[config.mk]
export PLATFORM = sky130hd
export DESIGN_NAME = spi_chain_master
export DESIGN_NICKNAME = d
export VERILOG_FILES = /design/src/rtl/spi_chain_pkg.sv /design/src/rtl/spi_clk_gen.sv /design/src/rtl/spi_chain_master.sv
export SDC_FILE = /design/constraint.sdc
export NUM_CORES = 1
export LEC_CHECK = 0
export ABC_AREA = 1
export CORE_UTILIZATION = 25
export DETAILED_ROUTE_END_ITERATION = 6
export GPL_TIMING_DRIVEN = 0
export HOLD_SLACK_MARGIN = 0.12
export SLEW_MARGIN = 20
export SYNTH_ARGS = -nofsm -noshare
export SYNTH_HDL_FRONTEND = slang
export SYNTH_HIERARCHICAL = 1
export SYNTH_SLANG_ARGS = --single-unit
export TNS_END_PERCENT = 1
[constraint.sdc]
create_clock -name CLK -period 2.08 [get_ports CLK]
set_input_delay 0.416 -clock CLK [delete_from_list [all_inputs] [get_ports CLK]]
set_output_delay 0.416 -clock CLK [all_outputs]
set_load 0.05 [all_outputs]
[src/rtl/spi_chain_pkg.sv]
// rtl/spi_chain_pkg.sv - shared state codes and sizing helpers for the SPI chain master
package spi_chain_pkg;

  localparam logic [2:0] ST_IDLE  = 3'd0;
  localparam logic [2:0] ST_SETUP = 3'd1;
  localparam logic [2:0] ST_SHIFT = 3'd2;
  localparam logic [2:0] ST_HOLD  = 3'd3;
  localparam logic [2:0] ST_GAP   = 3'd4;

  function automatic int total_bits(input int n_sensors, input int frame_bits);
    return n_sensors * frame_bits;
  endfunction

  function automatic logic cs_active(input int cs_pol);
    return cs_pol != 0;
  endfunction

endpackage

[src/rtl/spi_clk_gen.sv]
// rtl/spi_clk_gen.sv - half-period divider producing SPI_CLK and its edge strobes
module spi_clk_gen #(
  parameter int CLK_DIV = 4
) (
  input  logic clk,
  input  logic rst,
  input  logic en,
  output logic rise_stb,
  output logic fall_stb,
  output logic sclk
);

  localparam int CW = $clog2(CLK_DIV + 1);
  localparam logic [CW-1:0] DIV_FULL = CW'(CLK_DIV);
  localparam logic [CW-1:0] DIV_LAST = CW'(CLK_DIV - 1);

  logic [CW-1:0] cnt_q, cnt_d;
  logic          sclk_q, sclk_d;
  logic          tick;

  // Idle preload of CLK_DIV gives one extra setup cycle before the first rising edge.
  always_comb begin
    tick     = en && (cnt_q == '0);
    rise_stb = tick && !sclk_q;
    fall_stb = tick && sclk_q;
    cnt_d    = DIV_FULL;
    sclk_d   = 1'b0;
    if (en) begin
      cnt_d  = tick ? DIV_LAST : cnt_q - 1'b1;
      sclk_d = tick ? ~sclk_q : sclk_q;
    end
  end

  always_ff @(posedge clk) begin
    if (rst) begin
      cnt_q  <= DIV_FULL;
      sclk_q <= 1'b0;
    end else begin
      cnt_q  <= cnt_d;
      sclk_q <= sclk_d;
    end
  end

  assign sclk = sclk_q;

endmodule

[src/rtl/spi_chain_master.sv]
// rtl/spi_chain_master.sv - SPI mode-0 initiator shifting one full frame through a responder daisy chain
module spi_chain_master
  import spi_chain_pkg::*;
#(
  parameter int N_SENSORS  = 4,
  parameter int FRAME_BITS = 32,
  parameter int CLK_DIV    = 4,
  parameter int CS_POL     = 0
) (
  input  logic                              CLK,
  input  logic                              RST,
  input  logic                              START,
  input  logic [N_SENSORS*FRAME_BITS-1:0]   TX_DATA,
  output logic [N_SENSORS*FRAME_BITS-1:0]   RX_DATA,
  output logic                              BUSY,
  output logic                              DONE,
  output logic                              SPI_CLK,
  output logic                              SPI_CS,
  output logic                              SPI_MOSI,
  input  logic                              SPI_MISO
);

  localparam int TOTAL = total_bits(N_SENSORS, FRAME_BITS);
  localparam int BW    = $clog2(TOTAL + 1);
  localparam int DW    = $clog2(CLK_DIV);
  localparam logic [DW-1:0] DIV_LAST = DW'(CLK_DIV - 1);
  localparam logic          CS_ON    = cs_active(CS_POL);

  logic [2:0]       state_q, state_d;
  logic [DW-1:0]    div_q, div_d;
  logic [BW-1:0]    bit_q, bit_d;
  logic [TOTAL-1:0] sr_q, sr_d;
  logic [TOTAL-1:0] rx_q, rx_d;
  logic             done_q, done_d;
  logic             cs_q, cs_d;
  logic             mosi_q, mosi_d;
  logic             sync1_q, miso_s;
  logic             fall_stb, rise_stb_unused, sclk;

  spi_clk_gen #(.CLK_DIV(CLK_DIV)) u_clk_gen (
    .clk      (CLK),
    .rst      (RST),
    .en       (state_q == ST_SHIFT),
    .rise_stb (rise_stb_unused),
    .fall_stb (fall_stb),
    .sclk     (sclk)
  );

  always_comb begin
    state_d = state_q;
    div_d   = div_q;
    bit_d   = bit_q;
    sr_d    = sr_q;
    rx_d    = rx_q;
    done_d  = 1'b0;
    mosi_d  = mosi_q;
    case (state_q)
      ST_IDLE: begin
        mosi_d = 1'b0;
        if (START) begin
          sr_d    = TX_DATA;
          bit_d   = '0;
          div_d   = DIV_LAST;
          mosi_d  = TX_DATA[TOTAL-1];
          state_d = ST_SETUP;
        end
      end
      ST_SETUP: begin
        if (div_q == '0) state_d = ST_SHIFT;
        else             div_d   = div_q - 1'b1;
      end
      ST_SHIFT: begin
        // Synced MISO still holds the bit launched on the previous falling edge.
        if (fall_stb) begin
          sr_d  = {sr_q[TOTAL-2:0], miso_s};
          bit_d = bit_q + 1'b1;
          if (bit_d == BW'(TOTAL)) begin
            mosi_d  = 1'b0;
            div_d   = DIV_LAST;
            state_d = ST_HOLD;
          end else begin
            mosi_d = sr_q[TOTAL-2];
          end
        end
      end
      ST_HOLD: begin
        if (div_q == '0) begin
          rx_d    = sr_q;
          done_d  = 1'b1;
          div_d   = DIV_LAST;
          state_d = ST_GAP;
        end else begin
          div_d = div_q - 1'b1;
        end
      end
      ST_GAP: begin
        if (div_q == '0) state_d = ST_IDLE;
        else             div_d   = div_q - 1'b1;
      end
      default: state_d = ST_IDLE;
    endcase
    cs_d = (state_d == ST_SETUP || state_d == ST_SHIFT || state_d == ST_HOLD) ? CS_ON : ~CS_ON;
  end

  always_ff @(posedge CLK) begin
    if (RST) begin
      state_q <= ST_IDLE;
      div_q   <= '0;
      bit_q   <= '0;
      sr_q    <= '0;
      rx_q    <= '0;
      done_q  <= 1'b0;
      cs_q    <= ~CS_ON;
      mosi_q  <= 1'b0;
      sync1_q <= 1'b0;
      miso_s  <= 1'b0;
    end else begin
      state_q <= state_d;
      div_q   <= div_d;
      bit_q   <= bit_d;
      sr_q    <= sr_d;
      rx_q    <= rx_d;
      done_q  <= done_d;
      cs_q    <= cs_d;
      mosi_q  <= mosi_d;
      sync1_q <= SPI_MISO;
      miso_s  <= sync1_q;
    end
  end

  assign RX_DATA  = rx_q;
  assign BUSY     = (state_q != ST_IDLE);
  assign DONE     = done_q;
  assign SPI_CLK  = sclk;
  assign SPI_CS   = cs_q;
  assign SPI_MOSI = mosi_q;

endmodule

After elaboration in Yosys (flattened, before gate mapping):

Cells that the tools add are included.

* logic and storage cells: 73
* output and inout port bits: 133
* input bits: 132
* register bits after elaboration: 278

* add/subtract/negate cells: 3
* bitwise logic cells: 3
* equality and inequality tests: 12
* mux-type cells: 26
* reduce and logical (&&, ||, !) cells: 17

Operators by type and width (number)
* 2-to-1 mux 128 bit: 2
* case mux 128 bit (2 select lines): 1
* 2-to-1 mux 3 bit: 7
* 2-to-1 mux 8 bit: 2
* case mux 8 bit (2 select lines): 1
* case mux 3 bit (5 select lines): 1
* == test 3 x 2 -> 1 bit (second input constant): 4
* 2-to-1 mux 2 bit: 5
* adder 8 x 1 -> 8 bit (second input constant): 1
* == test 8 bit (second input constant): 1
* != test 2 bit (second input constant): 4
* case mux 2 bit (4 select lines): 1
* == test 3 x 1 -> 1 bit (second input constant): 2
* logical NOT 3 bit: 2
* OR reduction 2 bit: 3
* 2-to-1 mux 1 bit: 5
* AND reduction 5 bit: 1
* AND reduction 2 bit: 2
* nonzero test 4 bit: 1
* == test 3 bit (second input constant): 1
* inverter 1 bit: 3
* AND reduction 3 bit: 1
* nonzero test 3 bit: 1
* subtractor 3 x 1 -> 3 bit (second input constant): 1
* 6 further kinds: 8

Logic depth before layout (Yosys ltp):

Gate-level depths: netlist of run 1.

* word-level depth: 9
* depth in mapped cells: 14
* gate-level depth less buffers: 11

By module:

The synthesis of run 1 kept the hierarchy.

Modules (own cells, without submodules)
* spi_chain_master: seq. area each 5485.3 um^2, instances 1, cells an instance 1412, area an instance 10694.0 um^2
* spi_clk_gen: seq. area each 80.1 um^2, instances 1, cells an instance 24, area an instance 182.7 um^2

Worst setup path before layout of run 1:

OpenSTA, ideal clock, no wires.

* path kind: register to register
* start: reg state_q[2]
* end: reg sr_q[33]
* period minus slack after synthesis: 2.061 ns
* data required time: 1.955 ns
* data arrival time: 1.935 ns
* cell stages (with the launch flop): 14
* setup time: 0.125 ns
* buffers on the path: 3
* slack: 0.019 ns
* path through: dfxtp_1 -> inv_2 -> nand2_2 -> nor2_4 -> clkbuf_1 -> nand2_1 -> nor2_2 -> nand2_2 -> nand2_4 -> nand2_4 -> clkinv_2 -> buf_2 -> buf_2 -> a31oi_1

* longest elaborated chain between the ends: 5
* elaborated cells between the ends (all ways): 9
* those cells by class: eq/ne (3); mux (1); reduce/logical (5)

Ends and longest elaborated chain
* start, declared: RTL line spi_chain_master.sv:29 `logic [2:0] state_q, state_d;`
* start signal, assigned: RTL line spi_chain_master.sv:118 `state_q <= state_d;`
* == test 3 x 2 -> 1 bit: RTL line spi_chain_master.sv:43 `.en (state_q == ST_SHIFT),`
* logical AND 1 bit: RTL line spi_clk_gen.sv:23 `tick = en && (cnt_q == '0);`
* logical AND 1 bit: RTL line spi_clk_gen.sv:25 `fall_stb = tick && sclk_q;`
* named net fall_stb: RTL line spi_chain_master.sv:38 `logic fall_stb, rise_stb_unused, sclk;`
* != test 2 bit (no source line)
* AND reduction 3 bit (no source line)
* end signal, assigned: RTL line spi_chain_master.sv:121 `sr_q <= sr_d;`
* end, declared: RTL line spi_chain_master.sv:32 `logic [TOTAL-1:0] sr_q, sr_d;`

The timed path passes the listed nets, and every way through them passes these cells.
A chain may end at the register's enable or synchronous reset.

Final worst setup path of run 1:

* start: reg state_q[2]
* end: out BUSY

* longest elaborated chain between the ends: 1

Ends and longest elaborated chain
* nonzero test 3 bit: RTL line spi_chain_master.sv:132 `assign BUSY = (state_q != ST_IDLE);`
* end, declared: RTL line spi_chain_master.sv:15 `output logic BUSY,`

No other way between the ends.

==> impl_results.md, run 1 <==
- Status: finished clean
- Layout Skew: 0.0259 ns
- CORE AREA: 43,000 µm²
- Share of post-route cells with drive strength above 1: 7.54%
- Relative slew slack: 58.7%
- Worst hold endpoint: sync1_q
- DR vias: 10,877
- Pwr dens: 914 nW/µm²
- Final setup TNS: 0 ns
- Initial Utilization: 25.3%
- Peak VDD IR: 628 µV
- Final max-slew violation count: 0
- CTS Sinks: 278
- Vias in the first global route: 10,652
- Max Clock Freq: 487 MHz
- H-tree depth: 1
- Syn nets: 1,572
- Synth-to-layout area growth: 41.1%
- Worst min-delay path startpoint: SPI_MISO
- # port buffers: 264
- CP arrival: 1.64 ns
- Worst reg-to-reg setup slack: 0.07 ns
- RSZ-0062 raised after global routing: yes
- Total gr overflow: 0
- Largest net degree at the start of global routing: 16
- RR Startpoint: div_q[0]
- Initial antenna violation count: 5
- Clock buffer depth: 3
- Final hold violations: 0
- Die ar.: 44,300 µm²
- Fin crit period: 2.05 ns
- Post-synthesis instance total: 1,435
- Die extent in x: 211 µm
- Vias per cell: 4.63
- Endpoints failing setup: 0
- Final Non-Filler Cells: 2,350
- Final worst path period share: 98.8%
- WHS Path Cells: 3
- Req. time, crit path: 1.66 ns
- Mapped cell area: 10,900 µm²
- R2R Path End: RX_DATA[73]
- Starting DRT DRC Count: 607
- Clock root buffer: clkbuf_16
- Hold buffer count at cts: 0
- CP Capture Type: primary output
- Worst-path clk slew: 0.06 ns
- Total Routed Length: 38,400 µm
- # rows: 76
- Startpoint Class: flop
- Synthesized area per cell: 7.58 µm²
- Yosys warns: 6
- CTS tree: yes
- WHS: 0.371 ns
- Clk Latency, worst-skew pair: 0.59 ns
- Inst Count DP: 2,284
- Reg2reg path depth: 10
- Worst Hold Class: primary input to flop
- DIE HEIGHT: 211 µm
- GP Congestion: 0.825
- Cts bufs inserted: 31
- Type of the worst setup path: flop to primary output
- Max cap viols: 0
- Max Fanout on Critical Path: 4
- Initial DRT Pass Iterations: 5
- Detail Placement HPWL: 27,300 µm
- LEAKAGE: 0.00699 µW
- First-pass GRT wire length: 59,000 µm
- Final ANT Viol Nets: 0
- All-layer global routing usage: 16.8%
- DR DRC count: 0
- Worst-Margin Slew: 0.619 ns
- IO Pins: 265
- Nets: 1,876
- WL per Instance: 16.4 µm
-- per-stage QoR --
stage                     utilization [%]  instance area [µm²]  power, µW  worst slack, ns
after floorplan                         -                10900       7620           0.0445
after global placement               33.1                14200       8470            -1.08
after detailed placement             33.2                14200       8520            -1.12
after CTS                            35.4                15200      14100          -0.0279
after global routing                 35.7                15300      14600           -0.121
final                                35.7                15300      14000           0.0257
-- cells in the final DEF (no fill, tap or decap), types with 5 or more instances in the layout --
master,instances
a31oi_1,128
a21oi_1,13
clkbuf_2,15
o21ai_0,144
clkbuf_4,8
nor2_1,271
clkdlybuf4s50_1,131
buf_4,6
buf_8,11
inv_1,27
inv_2,5
dfxtp_1,276
clkbuf_16,32
nand3_1,13
ha_1,5
dlygate4sd2_1,132
nand2_1,296
clkinv_2,10
clkbuf_1,64
buf_2,10
clkbuf_8,9
o21ai_1,118
-- registers in the layout, indices dropped and copies added, names as in the netlist --
signal           count
bit_q                8
sync1_q              1
miso_s               1
sr_q               128
SPI_CS               1
SPI_MOSI             1
u_clk_gen/cnt_q      3
div_q                2
RX_DATA            128
u_clk_gen/sclk       1
state_q              3
DONE                 1
-- worst max-delay path: stages, from the launching register on --
cell,delay (ns)
dfxtp_2,0.33
inv_2,0.08
nand2_4,0.07
nor2_2,0.14
inv_2,0.08
clkdlybuf4s15_2,0.34
-- layout make-up --
class,count,area [µm²]
fillers,4604,27600
flip-flops and latches,278,5570
multi-input cells,1010,4620
repair buffers,271,2580
clock buffers,42,897
well taps,585,732
plain buffers,113,682
inverters,34,141
clock inverters,15,115
diodes,2,5.00
-- routing by layer --
layer	vias up	share of wire [%]	GRT usage, %	wire length (µm)
met1	5062	46	22.1	17700
met2	336	45	27.4	17100
met4	4	2.4	4.12	904
met5	-	0.062	0	24
met3	46	7.0	4.25	2700
li1	5429	-	-	-
-- where the power goes --
group | leakage (µW) | total [µW] | internal (µW) | switching, µW
sequential | 0.00228 | 6200 | 5820 | 377
clock | 0.000502 | 5490 | 3130 | 2350
combinational | 0.00421 | 2330 | 958 | 1370
total | 0.00699 | 14000 | 9920 | 4100
-- worst max-delay path by stage --
| stage | endpoint | startpoint | cells after the start | slack [ns] |
|---|---|---|---|---|
| after detailed placement | bit_q[0] | RST | 6 | -1.12 |
| after global routing | RX_DATA[94] | div_q[1] | 10 | -0.12 |
| after floorplan | sr_q[33] | state_q[2] | 13 | 0.04 |
| final | BUSY | state_q[2] | 5 | 0.03 |
| after global placement | RX_DATA[126] | RST | 6 | -1.08 |
| after CTS | BUSY | state_q[2] | 5 | -0.03 |
-- repair_timing --
action                                  in CTS  in global routing
setup buffers                                3                  2
resized for setup                          160                 37
pin swaps                                    2                  4
endpoints found under the setup margin     404                223
cloned                                       1                  1
hold endpoints to repair                     0                  0
No activity file was read; power rests on OpenSTA's default activity.
==> run 2: changes to the inputs <==
- CORE_UTILIZATION: 25 -> 45
- PLACE_DENSITY: unset -> 0.77
==> run 2 against run 1 <==
Net effect:
- first-iteration DRC count rose by 42%
- critical endpoint is now SPI_CS
- sequential power barely moved
- maximum frequency rose by 0.51%
- setup slack improved by 0.010 ns
- largest power group unchanged
==> impl_results.md, run 2 (same netlist as run 1, synthesis figures left out) <==
- Status: finished clean
- Crit path max-delay family: buffers and inverters
- H-tree depth: 1
- Startpoint Class: flop
- Clock buffer depth: 3
- DIE HEIGHT: 157 µm
- Vias in the first global route: 10,325
- Crit path largest cell delay: 0.79 ns
- IO Pins: 265
- CP arrival: 1.63 ns
- Max Clock Freq: 489 MHz
- Relative slew slack: 61.9%
- Max Fanout on Critical Path: 1
- Nets: 1,874
- Vias per cell: 5.26
- Final worst path period share: 98.3%
- Endpoints failing setup: 0
- Initial DRT Pass Iterations: 5
- Share of post-route cells with drive strength above 1: 7.11%
- GP Congestion: 0.892
- Synth-to-layout area growth: 39.1%
- Placement Cell Area: 13,900 µm²
- RSZ-0062 raised after global routing: yes
- Starting DRT DRC Count: 861
- Largest net degree at the start of global routing: 15
- Worst-path clk slew: 0.06 ns
- Worst-Margin Slew: 0.574 ns
- Final max-slew violation count: 0
- DR DRC count: 0
- LEAKAGE: 0.00764 µW
- CTS tree: yes
- All-layer global routing usage: 25.9%
- Buf/Inv on CP: 1
- Critical path cell sequence: clkdlybuf4s50_1
- DR vias: 10,942
- # port buffers: 264
- Clock root buffer: clkbuf_16
- Worst Hold Class: primary input to flop
- Fin crit period: 2.04 ns
- Detail Placement HPWL: 23,300 µm
- Req. time, crit path: 1.66 ns
- Pwr dens: 913 nW/µm²
- Type of the worst setup path: flop to primary output
- WHS: 0.390 ns
- Max cap viols: 0
- CORE AREA: 23,600 µm²
- Initial antenna violation count: 0
- Tot Pwr: 13,800 µW
- Layout Skew: 0.0100 ns
- Final ANT Viol Nets: 0
- Hold buffer count at cts: 0
- Clk Latency, worst-skew pair: 0.55 ns
- Cts bufs inserted: 29
- Total gr overflow: 0
- Slowest cell on crit path: clkdlybuf4s50_1
- Commonest cells after routing, fill and taps aside: 295 x nand2_1, 275 x dfxtp_1, 271 x nor2_1
- Die ar.: 24,800 µm²
- WL per Instance: 16.0 µm
- Final setup TNS: 0 ns
- Final instance area: 15,100 µm²
- Final hold violations: 0
- CP Capture Type: primary output
- Most common cell after layout, fill and taps aside: nand2_1
- # rows: 56
- Total Routed Length: 33,300 µm
- Initial Utilization: 46.0%
- First-pass GRT wire length: 51,500 µm
- CTS Sinks: 278
- Peak VDD IR: 511 µV
- Die extent in x: 157 µm
[run 2: changes by cell type in the layout (fill, tap and decap cells not counted), moves of 4 or more]
cell and delta:
dlygate4sd2_1 -50, buf_4 +5, buf_1 +4, dlymetal6s2s_1 +49, clkbuf_8 -6, clkbuf_4 -4
[run 2: timing repair]
action,4_1_cts,5_1_grt
buffers inserted,1,4
endpoints found under the setup margin,391,224
hold endpoints to repair,0,0
gates cloned,0,2
pin swaps,1,3
gates resized for setup,110,87
[run 2: per-stage QoR]
| step | setup slack [ns] | utilization (%) | std cells |
|---|---|---|---|
| 2_1_floorplan | 0.0445 | - | 1435 |
| 3_3_place_gp | -0.607 | 58.9 | 2018 |
| 3_5_place_dp | -0.670 | 58.9 | 2018 |
| 4_1_cts | -0.0467 | 62.9 | 2072 |
| 5_1_grt | -0.0286 | 64.0 | 2078 |
| 6_report | 0.0362 | 64.1 | 2079 |
[run 2: path summary, 6_finish.rpt]
check                              start           end  slack [ns]  depth (start not counted)
worst max-delay path              SPI_CS        SPI_CS        0.04                          1
worst min-delay path            SPI_MISO       sync1_q        0.39                          3
worst max register to register  div_q[0]  RX_DATA[102]        0.10                          9
worst min register to register   sync1_q        miso_s        0.43                          2
[run 2: report_power, final]
| group | total [µW] | switching [µW] | leakage [µW] | internal [µW] |
|---|---|---|---|---|
| Sequential | 6210 | 387 | 0.00228 | 5820 |
| Combinational | 2290 | 1330 | 0.00488 | 966 |
| Clock | 5310 | 2130 | 0.000483 | 3170 |
| Total | 13800 | 3850 | 0.00764 | 9970 |
[run 2: worst register-to-register path: stages (launching register included)]
cell      delay [ns]
dfxtp_1         0.34
inv_1           0.06
ha_1            0.24
inv_1           0.15
nor2_4          0.09
inv_1           0.07
clkbuf_2        0.35
clkbuf_1        0.41
nor2_1          0.08
nor2_1          0.12
[run 2: final cells by class]
cell class | instances | area [µm²]
Sequential cell | 278 | 5570
Clock inverter | 13 | 175
Multi-Input combinational cell | 1010 | 4620
Timing Repair Buffer | 271 | 2750
Fill cell | 2064 | 8490
Clock buffer | 40 | 797
Antenna cell | 1 | 2.50
Tap cell | 319 | 399
Inverter | 34 | 144
Buffer | 113 | 673
[run 2: metal layers]
metal	GRT usage, %	part of all wire (%)	up-vias
met5	0	0	-
met4	8.14	2.8	0
li1	-	-	5404
met1	33.3	44	5036
met3	4.96	7.3	69
met2	43.8	46	433
==> edit 1, RTL diff (flow settings as in run 2) <==
The parameter `CS_POL` goes from 0 to 1.
--- a/src/rtl/spi_chain_master.sv
+++ b/src/rtl/spi_chain_master.sv
@@ -5,7 +5,7 @@
   parameter int N_SENSORS  = 4,
   parameter int FRAME_BITS = 32,
   parameter int CLK_DIV    = 4,
-  parameter int CS_POL     = 0
+  parameter int CS_POL     = 1
 ) (
   input  logic                              CLK,
   input  logic                              RST,
Formal check against the unedited RTL: not equivalent (a bounded check fails within 4 cycles, from zero or initial values and one cycle with RST high).
==> edit 1 against run 2 <==
Routed wire length rose by 0.22%. Power grew 3.7%. Synthesized area shrank 0.15%. Clock skew increased by 3.4 ps. Critical endpoint is now sr_q[56]. Die area fell by 0.15%. Sequential cell count did not move. Design area rose by 0.62%. Setup slack lost 23 ps. Critical path type is now reg -> reg.
==> edit 1: results (changes against run 2) <==
- Run status: complete, no violations (unchanged)
- Via count of the first global-routing pass: 10200 (was 10300)
- Placed Area: 13900 um2 (about the same)
- Global routing usage on met2: 43.0% (was 43.8%)
- Number of placed instances, taps included: 2022 (was 2018)
- Arrival time at the worst endpoint: 2540 ps (was 1630 ps)
- Max Clock Skew: 13.4 ps (was 10.0 ps)
- Clock buffer depth: 3 (unchanged)
- Total global routing track utilization: 26.0% (was 25.9%)
- Share of cells above drive strength 1: 8.46% (was 7.11%)
- Clock latency of the later-clocked register in the worst-skew pair: 550 ps (about the same)
- Maximum fanout along the worst path: 5 (was 1)
- Cell with the largest stage delay on the worst path: sky130_fd_sc_hd__dfxtp_2 (was sky130_fd_sc_hd__clkdlybuf4s50_1)
- Via total after detailed routing: 10900 (about the same)
- Hold-critical path depth: 2 (was 3)
- Cell leakage power: 7.15 nW (was 7.64 nW)
- Met1 usage: 33.4% (was 33.3%)
- Total nets after synthesis: 1576 (was 1572)
- Delay contributed by the slowest stage of the critical path: 330 ps (was 790 ps)
- Met3 usage in global routing: 5.78% (was 4.96%)
- Final Wtd Congestion: 0.891 (was 0.892)
- Initial antenna violation count: 1 (was 0)
- IR drop worst, VDD: 0.000508 V (was 0.000511 V)
- Vias per inst: 5.21 (was 5.26)
- Total number of nets in the final design: 1888 (was 1874)
- Maximum number of pins on one net before global-route repair: 16 (was 15)
- Drt initial violations: 769 (was 861)
- Min-Delay Path Class: reg -> reg (was in -> reg)
- Cells on worst reg2reg path: 16 (was 9)
- Wire length of the first global-routing pass: 51100 um (was 51500 um)
- Inserted Diodes: 0 (was 1)
- Gate Count Post-Synth: 1439 (was 1435)
- Detailed placer's ending HPWL: 22800 um (was 23300 um)
==> edit 1: where the power goes <==
group | switching, mW | internal [mW] | total [mW]
logic | 1.42 | 1.06 | 2.48
registers | 0.399 | 5.85 | 6.24
clock network | 2.17 | 3.43 | 5.60
==> edit 1: stage by stage <==
step                util, %  worst slack [ps]
finish                 64.6              13.3
global placement       59.1              -793
global route           64.6             -70.1
CTS                    63.5            0.0524
detailed placement     59.1              -854
floorplan                 -              16.5
==> edit 1: worst min-delay path: stages, from the launching register on <==
cell and delay (ps):
sky130_fd_sc_hd__dfxtp_1 300, sky130_fd_sc_hd__inv_1 40, sky130_fd_sc_hd__nor2_1 30
==> edit 1: worst paths after layout <==
kind,start,end,slack [ps]
setup reg to reg,u_clk_gen/cnt_q[0],sr_q[56],10
setup / recovery,u_clk_gen/cnt_q[0],sr_q[56],10
hold / removal,sync1_q,miso_s,400
hold reg to reg,sync1_q,miso_s,400
==> edit 1: routing by layer <==
metal | part of all wire, % | routed length [um] | vias to the layer above
li1 | - | - | 5433
met1 | 43 | 14500 | 4992
met2 | 46 | 15300 | 414
met3 | 7.5 | 2510 | 58
met4 | 3.1 | 1040 | 2
met5 | 0.039 | 13 | -
==> edit 1: cell type report <==
| cell class | instances | area [um2] |
|---|---|---|
| multi-input cells | 1012 | 4700 |
| fillers | 2095 | 8320 |
| flip-flops and latches | 278 | 5570 |
| clock buffers | 41 | 873 |
| repair buffers | 281 | 2720 |
| well taps | 319 | 399 |
| clock inverters | 14 | 181 |
| plain buffers | 112 | 628 |
| inverters | 36 | 151 |
==> edit 1: timing repair <==
| action | 4_1_cts | 5_1_grt |
|---|---|---|
| pin swaps | 5 | 7 |
| buffers inserted | 9 | 3 |
| setup endpoints to repair | 393 | 229 |
| cloned | 0 | 5 |
| resized for setup | 162 | 73 |
==> edit 2, RTL diff (flow settings as in run 2) <==
Made on the original files. Make the reset (`RST` and `rst`) asynchronous in 2 clocked blocks.
--- a/src/rtl/spi_clk_gen.sv
+++ b/src/rtl/spi_clk_gen.sv
@@ -31,7 +31,7 @@
     end
   end
 
-  always_ff @(posedge clk) begin
+  always_ff @(posedge clk or posedge rst) begin
     if (rst) begin
       cnt_q  <= DIV_FULL;
       sclk_q <= 1'b0;
--- a/src/rtl/spi_chain_master.sv
+++ b/src/rtl/spi_chain_master.sv
@@ -102,7 +102,7 @@
     cs_d = (state_d == ST_SETUP || state_d == ST_SHIFT || state_d == ST_HOLD) ? CS_ON : ~CS_ON;
   end
 
-  always_ff @(posedge CLK) begin
+  always_ff @(posedge CLK or posedge RST) begin
     if (RST) begin
       state_q <= ST_IDLE;
       div_q   <= '0;
Formal check against the unedited RTL: differs if RST is asserted again (counterexample within 4 cycles, from zero or initial values and one cycle with RST high); with RST held inactive, the same outputs for 10 cycles.
==> edit 2 against run 2 <==
Fmax down 1.8%. Sequential cell count stayed put. The run now ends with design-rule violations, negative setup slack left. Core utilization fell by 0.63 points. Synthesized area increased by 11%. Design area rose by 9.9%. Clock skew up 4.9 ps. Die area increased by 11%. Routed wire length up 2.3%. Setup slack worse by 38 ps.
Power is not compared: it rests on default switching activity, and its combinational part moved more than twofold at a synthesized area within 25%.
==> edit 2: results (changes against run 2) <==
- Total length of routed met3 wires: 1670 um (was 2430 um)
- Maximum fanout along the worst path: 8 (was 1)
- Final Wtd Congestion: 0.856 (was 0.892)
- Detail-routed net length per standard cell: 17.5 um (was 16.0 um)
- Violations in the final reports: design-rule violations, negative setup slack
- Count of fill cells added during filler insertion: 2132 (was 2064)
- Hold Path Sink: sync1_q (unchanged)
- Vias per inst: 5.29 (was 5.26)
- Wire length on met2: 16400 um (was 15400 um)
- Hold-critical path depth: 1 (was 3)
- Family with the most delay on the worst path: buffers and inverters (unchanged)
- Total global routing track utilization: 24.5% (was 25.9%)
- Met1 usage: 32.6% (was 33.3%)
- Clock tree root buffer cell: sky130_fd_sc_hd__clkbuf_16 (unchanged)
- Maximum number of pins on one net before global-route repair: 35 (was 15)
- Clock tree from TritonCTS: done (unchanged)
- Cell with the largest stage delay on the worst path: sky130_fd_sc_hd__dfrtp_1 (was sky130_fd_sc_hd__clkdlybuf4s50_1)
- Worst hold slack across all endpoints: 309 ps (was 390 ps)
- Run status: finished with violations (was complete, no violations)
- Post-Place Setup Slack: -1390 ps (was -670 ps)
- Met3 usage in global routing: 3.34% (was 4.96%)
- First-pass DRT Iterations: 7 (was 5)
- Met1 wire length: 15000 um (was 14600 um)
- Global routing usage on met2: 41.0% (was 43.8%)
- Post-route setup TNS: -6.40 ps (was 0 ps)
- FF-to-FF Start: u_clk_gen/cnt_q[0] (was div_q[0])
- Arrival time at the worst endpoint: 2550 ps (was 1630 ps)
- Share of cells above drive strength 1: 13.2% (was 7.11%)
- Critical setup path kind: reg -> reg (was reg -> out)
- Placed Area: 15300 um2 (was 13900 um2)
- Wire length of the first global-routing pass: 54400 um (was 51500 um)
- Total number of nets in the final design: 1722 (was 1874)
- Final setup fails: 3 (was 0)
- Total nets after synthesis: 1396 (was 1572)
- Via count of the first global-routing pass: 10400 (was 10300)
- Post-route DRC violation count: 20 (was 0)
- Cell leakage power: approximately 8.6 nW
- Detailed placer's ending HPWL: 22800 um (was 23300 um)
- Delay contributed by the slowest stage of the critical path: 380 ps (was 790 ps)
- Rel. slew slack: 53.2% (was 61.9%)
- TritonCTS buffer count: 30 (was 29)
- Final WS setup: -2.30 ps (was 36.2 ps)
- Input/output buffers: 264 (unchanged)
- Cells on worst reg2reg path: 13 (was 9)
- Max Clock Skew: 14.9 ps (was 10.0 ps)
- Destination of the worst register-to-register timing path: sr_q[9] (was RX_DATA[102])
- Internal Pwr Total: 8.54 mW
- Drt initial violations: 800 (was 861)
- Initial antenna violation count: 3 (was 0)
==> edit 2: cell types whose count changed in the layout (fill, tap and decap cells not counted), sizes merged, moves of 123 or more <==
cell | before | now
dfxtp | 278 | 0
dfrtp | 0 | 276
nor2 | 277 | 16
a31oi | 128 | 3
o211ai | 1 | 126
inv | 34 | 157
==> edit 2: cell type report <==
| cell class | instances | area, um2 | share of cell area, % |
|---|---|---|---|
| Timing Repair inverter | 2 | 16.3 | 0.0979 |
| Sequential cell | 278 | 6960 | 41.9 |
| Antenna cell | 3 | 7.51 | 0.0452 |
| Buffer | 83 | 682 | 4.10 |
| Tap cell | 335 | 419 | 2.52 |
| Inverter | 157 | 611 | 3.67 |
| Multi-Input combinational cell | 740 | 4100 | 24.6 |
| Timing Repair Buffer | 293 | 2920 | 17.6 |
| Clock buffer | 50 | 887 | 5.34 |
| Clock inverter | 4 | 20.0 | 0.120 |
==> edit 2: metrics by stage <==
step                      power (mW)  instances
after floorplan                 5.61       1259
after detailed placement        5.95       1866
after global placement          5.92       1858
final                           10.8       1945
after CTS                       10.9       1935
after global routing            11.2       1945
==> edit 2: power by group through the flow <==
stage                     sequential, mW  clock, mW  combinational [mW]
after floorplan                     5.52          0              0.0911
after global placement              5.52          0               0.398
after detailed placement            5.52          0               0.436
after CTS                           5.42       5.06               0.442
after global routing                5.42       5.29               0.472
final                               5.42       4.99               0.438
==> edit 2: timing repair <==
action	4_1_cts	5_1_grt
endpoints found under the hold margin	1	0
setup buffers	11	3
gates cloned	3	6
hold buffers	1	0
pin swaps	2	3
gates resized for setup	204	25
setup endpoints to repair	387	251
